$ cat src/rtl/fifo_param_umbral.sv
// fifo_param_umbral
//   Single-clock elastic buffer between the packet producer and consumer
//   stages. It has a generic data width and depth, programmable almost-full and
//   almost-empty thresholds, an occupancy count, and a sticky
//   overflow/underflow error flag with a clear input. A read and a write in the
//   same cycle are both accepted when the FIFO is full.
//
//   Build option:
//     FIFO_FWFT_EN  defined   -> first-word fall-through. data_out shows the
//                                head word combinationally, and
//                                valid_out = !empty.
//                   undefined -> registered read path with 1-cycle latency.
//
//   Ports:
//     clk, reset           rising-edge clock, synchronous active-high reset
//     write_enable         write request (data_in)
//     read_enable          read request
//     umbral_alto          almost_full  when count >= umbral_alto
//     umbral_bajo          almost_empty when count <= umbral_bajo
//     error_clr            clears the sticky error flag
//     data_out, valid_out  read data and its qualifier
//     full, empty          occupancy == DEPTH / occupancy == 0
//     almost_full/_empty   registered threshold flags
//     count                current occupancy (0..DEPTH)
//     wr_ptr, rd_ptr       write and read pointers (debug)
//     error                sticky overflow/underflow flag
module fifo_param_umbral #(
  parameter int TAMANO_DATOS     = 10,
  parameter int TAMANO_DIRECCION = 3
) (
  input  logic                        clk,
  input  logic                        reset,
  input  logic                        write_enable,
  input  logic                        read_enable,
  input  logic [TAMANO_DATOS-1:0]     data_in,
  input  logic [TAMANO_DIRECCION:0]   umbral_alto,
  input  logic [TAMANO_DIRECCION:0]   umbral_bajo,
  input  logic                        error_clr,
  output logic [TAMANO_DATOS-1:0]     data_out,
  output logic                        valid_out,
  output logic                        full,
  output logic                        empty,
  output logic                        almost_full,
  output logic                        almost_empty,
  output logic [TAMANO_DIRECCION:0]   count,
  output logic [TAMANO_DIRECCION-1:0] wr_ptr,
  output logic [TAMANO_DIRECCION-1:0] rd_ptr,
  output logic                        error
);

  localparam int DEPTH = 2 ** TAMANO_DIRECCION;
  localparam logic [TAMANO_DIRECCION:0] DEPTH_CNT = {1'b1, {TAMANO_DIRECCION{1'b0}}};

  logic [TAMANO_DATOS-1:0]   mem [DEPTH];
  logic                      rd_ok;
  logic                      wr_ok;
  logic                      fault;
  logic [TAMANO_DIRECCION:0] count_next;

  // A write into a full FIFO is accepted only when a read frees a slot in the
  // same cycle.
  always_comb begin
    rd_ok      = read_enable & ~empty;
    wr_ok      = write_enable & (~full | rd_ok);
    fault      = (write_enable & ~wr_ok) | (read_enable & ~rd_ok);
    count_next = count;
    if (wr_ok && !rd_ok)
      count_next = (TAMANO_DIRECCION+1)'(count + 1);
    else if (rd_ok && !wr_ok)
      count_next = (TAMANO_DIRECCION+1)'(count - 1);
  end

  // The storage array is not reset. Writes are blocked during a reset cycle.
  always_ff @(posedge clk) begin
    if (!reset && wr_ok)
      mem[wr_ptr] <= data_in;
  end

  // The flags are registered from count_next, so they line up with count.
  always_ff @(posedge clk) begin
    if (reset) begin
      wr_ptr       <= '0;
      rd_ptr       <= '0;
      count        <= '0;
      empty        <= 1'b1;
      full         <= 1'b0;
      almost_full  <= 1'b0;
      almost_empty <= 1'b1;
      error        <= 1'b0;
    end else begin
      if (wr_ok)
        wr_ptr <= TAMANO_DIRECCION'(wr_ptr + 1);
      if (rd_ok)
        rd_ptr <= TAMANO_DIRECCION'(rd_ptr + 1);
      count        <= count_next;
      empty        <= (count_next == '0);
      full         <= (count_next == DEPTH_CNT);
      almost_full  <= (count_next >= umbral_alto);
      almost_empty <= (count_next <= umbral_bajo);
      // A new fault wins over a simultaneous clear.
      error        <= (error & ~error_clr) | fault;
    end
  end

`ifdef FIFO_FWFT_EN
  // The head word is shown directly. The output is forced to zero while empty,
  // so uninitialised storage is never exposed.
  always_comb begin
    valid_out = ~empty;
    data_out  = empty ? '0 : mem[rd_ptr];
  end
`else
  always_ff @(posedge clk) begin
    if (reset) begin
      data_out  <= '0;
      valid_out <= 1'b0;
    end else if (rd_ok) begin
      data_out  <= mem[rd_ptr];
      valid_out <= 1'b1;
    end else begin
      valid_out <= 1'b0;
    end
  end
`endif

endmodule

$ cat config.mk
export PLATFORM = sky130hd
export DESIGN_NAME = fifo_param_umbral
export DESIGN_NICKNAME = d
export VERILOG_FILES = /design/src/rtl/fifo_param_umbral.sv
export SDC_FILE = /design/constraint.sdc
export NUM_CORES = 1
export LEC_CHECK = 0
export CAP_MARGIN = 30
export CORE_ASPECT_RATIO = 2
export CORE_MARGIN = 8
export CORE_UTILIZATION = 45
export CTS_CLUSTER_DIAMETER = 60
export DETAILED_ROUTE_END_ITERATION = 10
export GPL_ROUTABILITY_DRIVEN = 0
export PLACE_DENSITY = 0.66
export RECOVER_POWER = 50
export SYNTH_ARGS = -nofsm -noshare
export SYNTH_HDL_FRONTEND = slang
export SYNTH_SLANG_ARGS = --single-unit
$ cat constraint.sdc
create_clock -name clk -period 3.36 [get_ports clk]
set_input_delay 0.672 -clock clk [delete_from_list [all_inputs] [get_ports clk]]
set_output_delay 0.672 -clock clk [all_outputs]
set_load 0.01 [all_outputs]
==> flow_results.xml, run 1 <==
<?xml version="1.0" encoding="UTF-8"?>
<metrics>
  <group name="place">
    <metric name="dp_hpwl" unit="mm">6.01</metric>
    <metric name="port_bufs" unit="">48</metric>
    <metric name="place_area" unit="um2">4960</metric>
  </group>
  <group name="global_route">
    <metric name="first_global_vias" unit="">2572</metric>
    <metric name="grt_max_degree" unit="">27</metric>
    <metric name="global_route_wire_length_before_repair" unit="mm">14.1</metric>
    <metric name="antenna_found_initial" unit="">0</metric>
    <metric name="globalRouteOverflowTotal" unit="">0</metric>
    <metric name="grt_util_all_layers" unit="%">14.4</metric>
  </group>
  <group name="route">
    <metric name="vias_after_detailed_routing" unit="">2439</metric>
    <metric name="wl_per_cell" unit="um">20.1</metric>
    <metric name="total_wirelength" unit="mm">8.87</metric>
    <metric name="drtPass1Iterations" unit="">4</metric>
    <metric name="first_iter_violations" unit="">152</metric>
    <metric name="antenna_left" unit="">0</metric>
    <metric name="detail_route.drc_violations" unit="">0</metric>
    <metric name="detail_route.vias_per_cell" unit="">5.52</metric>
  </group>
  <group name="floorplan">
    <metric name="die_height" unit="um">154</metric>
    <metric name="design.die.area" unit="um2">13100</metric>
    <metric name="ioPinCount" unit="">49</metric>
    <metric name="core.rowCount" unit="">50</metric>
    <metric name="die_w" unit="um">85.0</metric>
    <metric name="floorplan.core_area" unit="um2">9320</metric>
    <metric name="initial_standard_cell_utilization_of_the_core" unit="%">45.9</metric>
  </group>
  <group name="critical_path">
    <metric name="r2r_slack" unit="ns">0.93</metric>
    <metric name="worst-endpoint-arrival" unit="ns">2.96</metric>
    <metric name="crit_fanout" unit="">11</metric>
    <metric name="endpoint_kind" unit="">register</metric>
    <metric name="critical_path_required" unit="ns">3.59</metric>
    <metric name="critPathLaunchType" unit="">input pin</metric>
    <metric name="criticalPathCategory" unit="">input pin to register</metric>
  </group>
  <group name="clocking">
    <metric name="clock_tree_from_tritoncts" unit="">built</metric>
    <metric name="clkTransAtPathRegs" unit="ns">0.07</metric>
    <metric name="worst_skew_pair.late_latency" unit="ns">0.34</metric>
    <metric name="cts-hold-fix-buffers" unit="">0</metric>
    <metric name="cts_post_setup_buffers_inserted" unit="">0</metric>
    <metric name="cts_buffer_depth" unit="">2</metric>
    <metric name="cts_made_buffers" unit="">9</metric>
    <metric name="cts_root_buffer" unit="">clkbuf_16</metric>
    <metric name="htree_levels" unit="">3</metric>
    <metric name="tritoncts_num_sinks" unit="">106</metric>
    <metric name="post_cts_resized" unit="">0</metric>
  </group>
  <group name="sta">
    <metric name="worst_pin_slew" unit="ns">1.17</metric>
    <metric name="maxSlewHeadroom" unit="%">21.8</metric>
    <metric name="skew" unit="ns">0.00773</metric>
    <metric name="achievable-frequency" unit="MHz">366</metric>
    <metric name="hold_viol" unit="">0</metric>
    <metric name="setup_viol_count_final" unit="">0</metric>
    <metric name="fin_crit_sh" unit="%">81.3</metric>
    <metric name="post-route-min-period" unit="ns">2.73</metric>
    <metric name="final-max-slew-violation-count" unit="">0</metric>
    <metric name="rsz0062_at_grt" unit="">false</metric>
    <metric name="timing.setup.tns" unit="ns">0</metric>
  </group>
  <group name="synth">
    <metric name="synth_area_leader_cell" unit="">edfxtp_1</metric>
    <metric name="synth.cells.most_frequent" unit="">edfxtp_1 (80), dfxtp_1 (26), nor2_1 (26)</metric>
    <metric name="synth_cell_types" unit="">39</metric>
    <metric name="number_of_enable_type_register_cells_in_the_synthesized_netlist" unit="">80</metric>
    <metric name="yosys.cell_count.top_type" unit="">edfxtp_1</metric>
    <metric name="post_synth_main_area_contributors" unit="">edfxtp_1 (56%), dfxtp_1 (12%), mux4_2 (11%)</metric>
    <metric name="synthFlopType" unit="">edfxtp_1</metric>
    <metric name="syn-mean-instance-area" unit="um2">15.8</metric>
    <metric name="async_set_or_reset_register_ratio_after_synthesis" unit="%">0</metric>
    <metric name="synthesized_netlist_cell_count" unit="">271</metric>
    <metric name="postSynthNetCount" unit="">304</metric>
    <metric name="ys_warn_count" unit="">0</metric>
    <metric name="synthDominantCellAreaShare" unit="%">56.1</metric>
    <metric name="yosysSeqAreaShare" unit="%">68.3</metric>
    <metric name="postSynthRegisterBits" unit="">106</metric>
    <metric name="synth.cell_area" unit="um2">4280</metric>
  </group>
  <group name="final_layout">
    <metric name="nNetsFinal" unit="">366</metric>
    <metric name="nFillCells" unit="">758</metric>
    <metric name="post_route_cells_drive_above_1_share" unit="%">15.7</metric>
    <metric name="antennaDiodeCount" unit="">0</metric>
    <metric name="syn2layout_area_growth" unit="%">22.8</metric>
    <metric name="postLayoutCellArea" unit="um2">5260</metric>
  </group>
  <group name="flow_run">
    <metric name="max_cap_viol_count" unit="">0</metric>
  </group>
  <group name="outcome">
    <metric name="outcome" unit="">completed</metric>
  </group>
  <group name="pwr">
    <metric name="leakagePower" unit="nW">1.80</metric>
    <metric name="cellPowerDensity" unit="nW/um2">563</metric>
    <metric name="max-vdd-ir-drop" unit="uV">287</metric>
  </group>
  <group name="min_path">
    <metric name="hold_path_class" unit="">register to register</metric>
  </group>
</metrics>
[cell usage in the layout (no fill, tap or decap), types with 2 or more instances in the layout]
cell type	n
a211oi_1	10
a21oi_1	7
buf_4	14
clkbuf_1	3
clkbuf_16	9
clkdlybuf4s50_1	29
clkinv_4	2
dfxtp_1	26
dlygate4sd3_1	19
edfxtp_1	80
ha_1	10
inv_1	12
mux2i_1	12
mux4_2	20
nand2_1	11
nand2b_1	4
nand3_1	4
nor2_1	26
nor2b_1	2
nor3_1	5
o21ai_0	3
xnor2_1	3
xor2_1	4
[layer usage]
metal  track usage (%)  wire (um)
met1              14.7       3300
met2              25.7       4930
met3              3.36        377
met4              8.48        261
met5                 0          0
[sequential cells by signal, summed over array words and instances, names as in the netlist]
name	flops
almost_empty	1
rd_ptr	3
wr_ptr	3
count	4
full	1
valid_out	1
data_out	10
empty	1
error	1
almost_full	1
mem	80
[report_power, final]
group,internal [mW],switching (mW)
clock network,0.600,0.437
registers,1.46,0.0341
logic,0.219,0.212
total,2.28,0.683
[worst max-delay path, cell delays in order]
cell	delay, ns
clkdlybuf4s50_1	0.58
and2_1	0.25
o21ai_0	0.23
nand3_1	0.19
ha_1	0.36
a21oi_1	0.08
maj3_2	0.31
a211o_1	0.28
[per-stage QoR]
| step | utilization [%] | setup slack [ns] | cells | hold WS, ns | power (mW) |
|---|---|---|---|---|---|
| final | 56.4 | 0.628 | 442 | 0.498 | 2.96 |
| after global placement | 53.3 | 0.374 | 426 | 0.465 | 1.96 |
| after CTS | 56.5 | 0.618 | 442 | 0.500 | 3.00 |
| after floorplan | - | 0.467 | 271 | 0.520 | 1.78 |
| after detailed placement | 53.3 | 0.267 | 426 | 0.490 | 1.97 |
| after global routing | 56.4 | 0.468 | 442 | 0.521 | 3.09 |
[final timing paths]
path | startpoint | cells past startpoint | to
worst max register to register | count[1] | 9 | almost_empty
worst min register to register | data_out[2] | 2 | data_out[2]
worst max-delay path | write_enable | 8 | almost_empty
worst min-delay path | data_out[2] | 2 | data_out[2]
[area by class of cell]
| cell class | instances | area (um2) | share of cell area, % |
|---|---|---|---|
| clock buffers | 12 | 246 | 4.69 |
| well taps | 104 | 130 | 2.48 |
| multi-input cells | 140 | 1270 | 24.1 |
| repair buffers | 64 | 594 | 11.3 |
| flip-flops and latches | 106 | 2920 | 55.6 |
| clock inverters | 4 | 52.6 | 1.00 |
| inverters | 12 | 45.0 | 0.857 |
[cell families (layout without fill, tap and decap cells)]
| kind of cell | after synthesis | after routing | synth area share, % |
|---|---|---|---|
| DFF | 106 | 106 | 68.3 |
| and+or+nand+nor | 62 | 62 | 6.93 |
| muxes | 32 | 32 | 13.3 |
| AOI/OAI and AO/OA | 27 | 27 | 4.18 |
| buffers and inverters | 25 | 92 | 2.43 |
| adders and majority gates | 12 | 12 | 3.42 |
| xor gates and xnor gates | 7 | 7 | 1.43 |
(Power assumes the default switching activity.)
==> run 2: changes to the inputs <==
--- a/config.mk
+++ b/config.mk
@@ -12,7 +12,7 @@
 export CTS_CLUSTER_DIAMETER = 60
 export DETAILED_ROUTE_END_ITERATION = 10
 export GPL_ROUTABILITY_DRIVEN = 0
-export PLACE_DENSITY = 0.66
+export PLACE_DENSITY = 0.69
 export RECOVER_POWER = 50
 export SYNTH_ARGS = -nofsm -noshare
 export SYNTH_HDL_FRONTEND = slang
==> constraint.sdc (replaced) <==
create_clock -name clk -period 2.22 [get_ports clk]
set_input_delay 0.444 -clock clk [delete_from_list [all_inputs] [get_ports clk]]
set_output_delay 0.444 -clock clk [all_outputs]
set_load 0.01 [all_outputs]
==> flow_results.xml, run 2 (same netlist as run 1, synthesis figures left out) <==
<?xml version="1.0" encoding="UTF-8"?>
<metrics>
  <group name="final_layout">
    <metric name="layout_common_cells" unit="">edfxtp_1 (80), clkdlybuf4s50_1 (31), nor2_1 (26), dfxtp_1 (24), buf_4 (24)</metric>
    <metric name="layout.cells.most_common" unit="">edfxtp_1</metric>
    <metric name="largest_register_ff_count" unit="">80</metric>
    <metric name="syn2layout_area_growth" unit="%">28.1</metric>
    <metric name="registers.top_by_ff_count" unit="">mem</metric>
    <metric name="nNetsFinal" unit="">382</metric>
    <metric name="post_route_cells_drive_above_1_share" unit="%">21.8</metric>
    <metric name="sequential_cell_area" unit="um2">2930</metric>
    <metric name="multiInputGateArea" unit="um2">1320</metric>
    <metric name="largest_registers" unit="">mem x80, data_out x10, count x4</metric>
    <metric name="antennaDiodeCount" unit="">0</metric>
    <metric name="nFillCells" unit="">737</metric>
  </group>
  <group name="pwr">
    <metric name="cellInternalPower" unit="mW">3.51</metric>
    <metric name="net_switching_share_of_the_total_power" unit="%">23.6</metric>
    <metric name="leakagePower" unit="nW">1.89</metric>
    <metric name="share_comb_of_total_power" unit="%">16.9</metric>
    <metric name="netSwitchingPower" unit="mW">1.09</metric>
    <metric name="clock_power_share" unit="%">34.0</metric>
    <metric name="max-vdd-ir-drop" unit="uV">504</metric>
    <metric name="power_frac_seq" unit="%">49.1</metric>
    <metric name="cellPowerDensity" unit="nW/um2">837</metric>
  </group>
  <group name="floorplan">
    <metric name="die_height" unit="um">154</metric>
    <metric name="die_w" unit="um">85.0</metric>
    <metric name="ioPinCount" unit="">49</metric>
    <metric name="floorplan.core_area" unit="um2">9320</metric>
    <metric name="design.die.area" unit="um2">13100</metric>
    <metric name="core.rowCount" unit="">50</metric>
    <metric name="initial_standard_cell_utilization_of_the_core" unit="%">45.9</metric>
  </group>
  <group name="clocking">
    <metric name="cts_root_buffer" unit="">clkbuf_16</metric>
    <metric name="clock_tree_from_tritoncts" unit="">built</metric>
    <metric name="tritoncts_num_sinks" unit="">106</metric>
    <metric name="cts-hold-fix-buffers" unit="">0</metric>
    <metric name="clkTransAtPathRegs" unit="ns">0.07</metric>
    <metric name="htree_levels" unit="">3</metric>
    <metric name="cts_made_buffers" unit="">9</metric>
    <metric name="worst_skew_pair.late_latency" unit="ns">0.34</metric>
    <metric name="cts_buffer_depth" unit="">2</metric>
  </group>
  <group name="route">
    <metric name="antenna_left" unit="">0</metric>
    <metric name="drtPass1Iterations" unit="">4</metric>
    <metric name="total_wirelength" unit="mm">8.95</metric>
    <metric name="first_iter_violations" unit="">162</metric>
    <metric name="detail_route.vias_per_cell" unit="">5.51</metric>
    <metric name="wl_per_cell" unit="um">19.5</metric>
    <metric name="vias_after_detailed_routing" unit="">2524</metric>
    <metric name="detail_route.drc_violations" unit="">0</metric>
  </group>
  <group name="flow_run">
    <metric name="max_cap_viol_count" unit="">0</metric>
  </group>
  <group name="place">
    <metric name="dpl_worst_slack" unit="ns">-0.489</metric>
    <metric name="port_bufs" unit="">48</metric>
    <metric name="dp_hpwl" unit="mm">6.31</metric>
  </group>
  <group name="critical_path">
    <metric name="crit_fanout" unit="">3</metric>
    <metric name="endpoint_kind" unit="">register</metric>
    <metric name="criticalPathCategory" unit="">register to register</metric>
    <metric name="critPathLaunchType" unit="">register</metric>
    <metric name="critical_path_required" unit="ns">2.45</metric>
    <metric name="worst-endpoint-arrival" unit="ns">2.35</metric>
  </group>
  <group name="sta">
    <metric name="hold_viol" unit="">0</metric>
    <metric name="post_route_setup_slack" unit="ns">0.100</metric>
    <metric name="post-route-min-period" unit="ns">2.12</metric>
    <metric name="worst_pin_slew" unit="ns">0.544</metric>
    <metric name="fin_crit_sh" unit="%">95.5</metric>
    <metric name="final-max-slew-violation-count" unit="">0</metric>
    <metric name="achievable-frequency" unit="MHz">472</metric>
    <metric name="setup_viol_count_final" unit="">0</metric>
    <metric name="maxSlewHeadroom" unit="%">63.7</metric>
    <metric name="skew" unit="ns">0.00407</metric>
    <metric name="timing.setup.tns" unit="ns">0</metric>
  </group>
  <group name="min_path">
    <metric name="hold_path_class" unit="">register to register</metric>
  </group>
  <group name="outcome">
    <metric name="outcome" unit="">completed</metric>
  </group>
  <group name="global_route">
    <metric name="globalRouteOverflowTotal" unit="">0</metric>
    <metric name="first_global_vias" unit="">2694</metric>
    <metric name="grt_util_all_layers" unit="%">14.4</metric>
    <metric name="grt_max_degree" unit="">27</metric>
    <metric name="antenna_found_initial" unit="">0</metric>
    <metric name="global_route_wire_length_before_repair" unit="mm">14.2</metric>
  </group>
</metrics>
-- run 2: area by class of cell --
type | count | share of cell area (%)
sequential | 106 | 53.3
multi-input combinational | 140 | 24.0
timing repair buffer | 80 | 14.1
clock buffer | 11 | 4.24
tap | 104 | 2.37
clock inverter | 5 | 1.14
inverter | 12 | 0.821
-- run 2: final timing paths --
| path | from | slack (ns) | endpoint | cells after the start |
|---|---|---|---|---|
| setup / recovery | count[1] | 0.10 | almost_empty | 7 |
| hold reg to reg | data_out[9] | 0.50 | data_out[9] | 2 |
| hold / removal | data_out[9] | 0.50 | data_out[9] | 2 |
| setup reg to reg | count[1] | 0.10 | almost_empty | 7 |
-- run 2: metrics by stage --
step	instance area, um2	util, %	hold slack [ns]	instances	power, mW
2_1_floorplan	4300	-	0.520	271	2.70
3_3_place_gp	5140	55.2	0.468	440	3.03
3_5_place_dp	5140	55.2	0.490	440	3.06
4_1_cts	5460	58.5	0.499	457	4.62
5_1_grt	5480	58.8	0.523	458	4.78
6_report	5480	58.8	0.497	458	4.59
-- run 2: power groups by stage --
stage	registers [mW]	logic (mW)	clock network, mW
6_report	2.25	0.775	1.56
5_1_grt	2.26	0.849	1.67
4_1_cts	2.25	0.772	1.59
3_5_place_dp	2.30	0.762	0
3_3_place_gp	2.29	0.739	0
2_1_floorplan	2.33	0.376	0
-- run 2: routing by layer --
layer  wire length [um]  track usage [%]  vias to the layer above
met5                  0                0                        -
li1                   -                -                     1187
met1               3210             13.8                     1266
met4                245             8.30                        0
met2               5220             27.4                       57
met3                275             2.62                       14
-- run 2: repair_timing --
action                                 CTS  global route
endpoints found under the hold margin    0             0
resized for setup                        6             5
setup endpoints to repair                2             2
pin swaps                                1             4
buffers inserted                         1             1
-- run 2: critical path, stage by stage (launching register included) --
cell	delay, ns
dfxtp_2	0.32
inv_1	0.09
ha_4	0.13
inv_1	0.05
or4_1	0.50
a31o_1	0.31
maj3_2	0.32
a211o_1	0.28
==> run 3: changes to the inputs <==
--- a/config.mk
+++ b/config.mk
@@ -9,7 +9,7 @@
 export CORE_ASPECT_RATIO = 2
 export CORE_MARGIN = 8
 export CORE_UTILIZATION = 45
-export CTS_CLUSTER_DIAMETER = 60
+export CTS_CLUSTER_DIAMETER = 40
 export DETAILED_ROUTE_END_ITERATION = 10
 export GPL_ROUTABILITY_DRIVEN = 0
 export PLACE_DENSITY = 0.69
==> results of run 3 <==
Same layout as run 2: the final DEF is identical, and so are final timing and power.
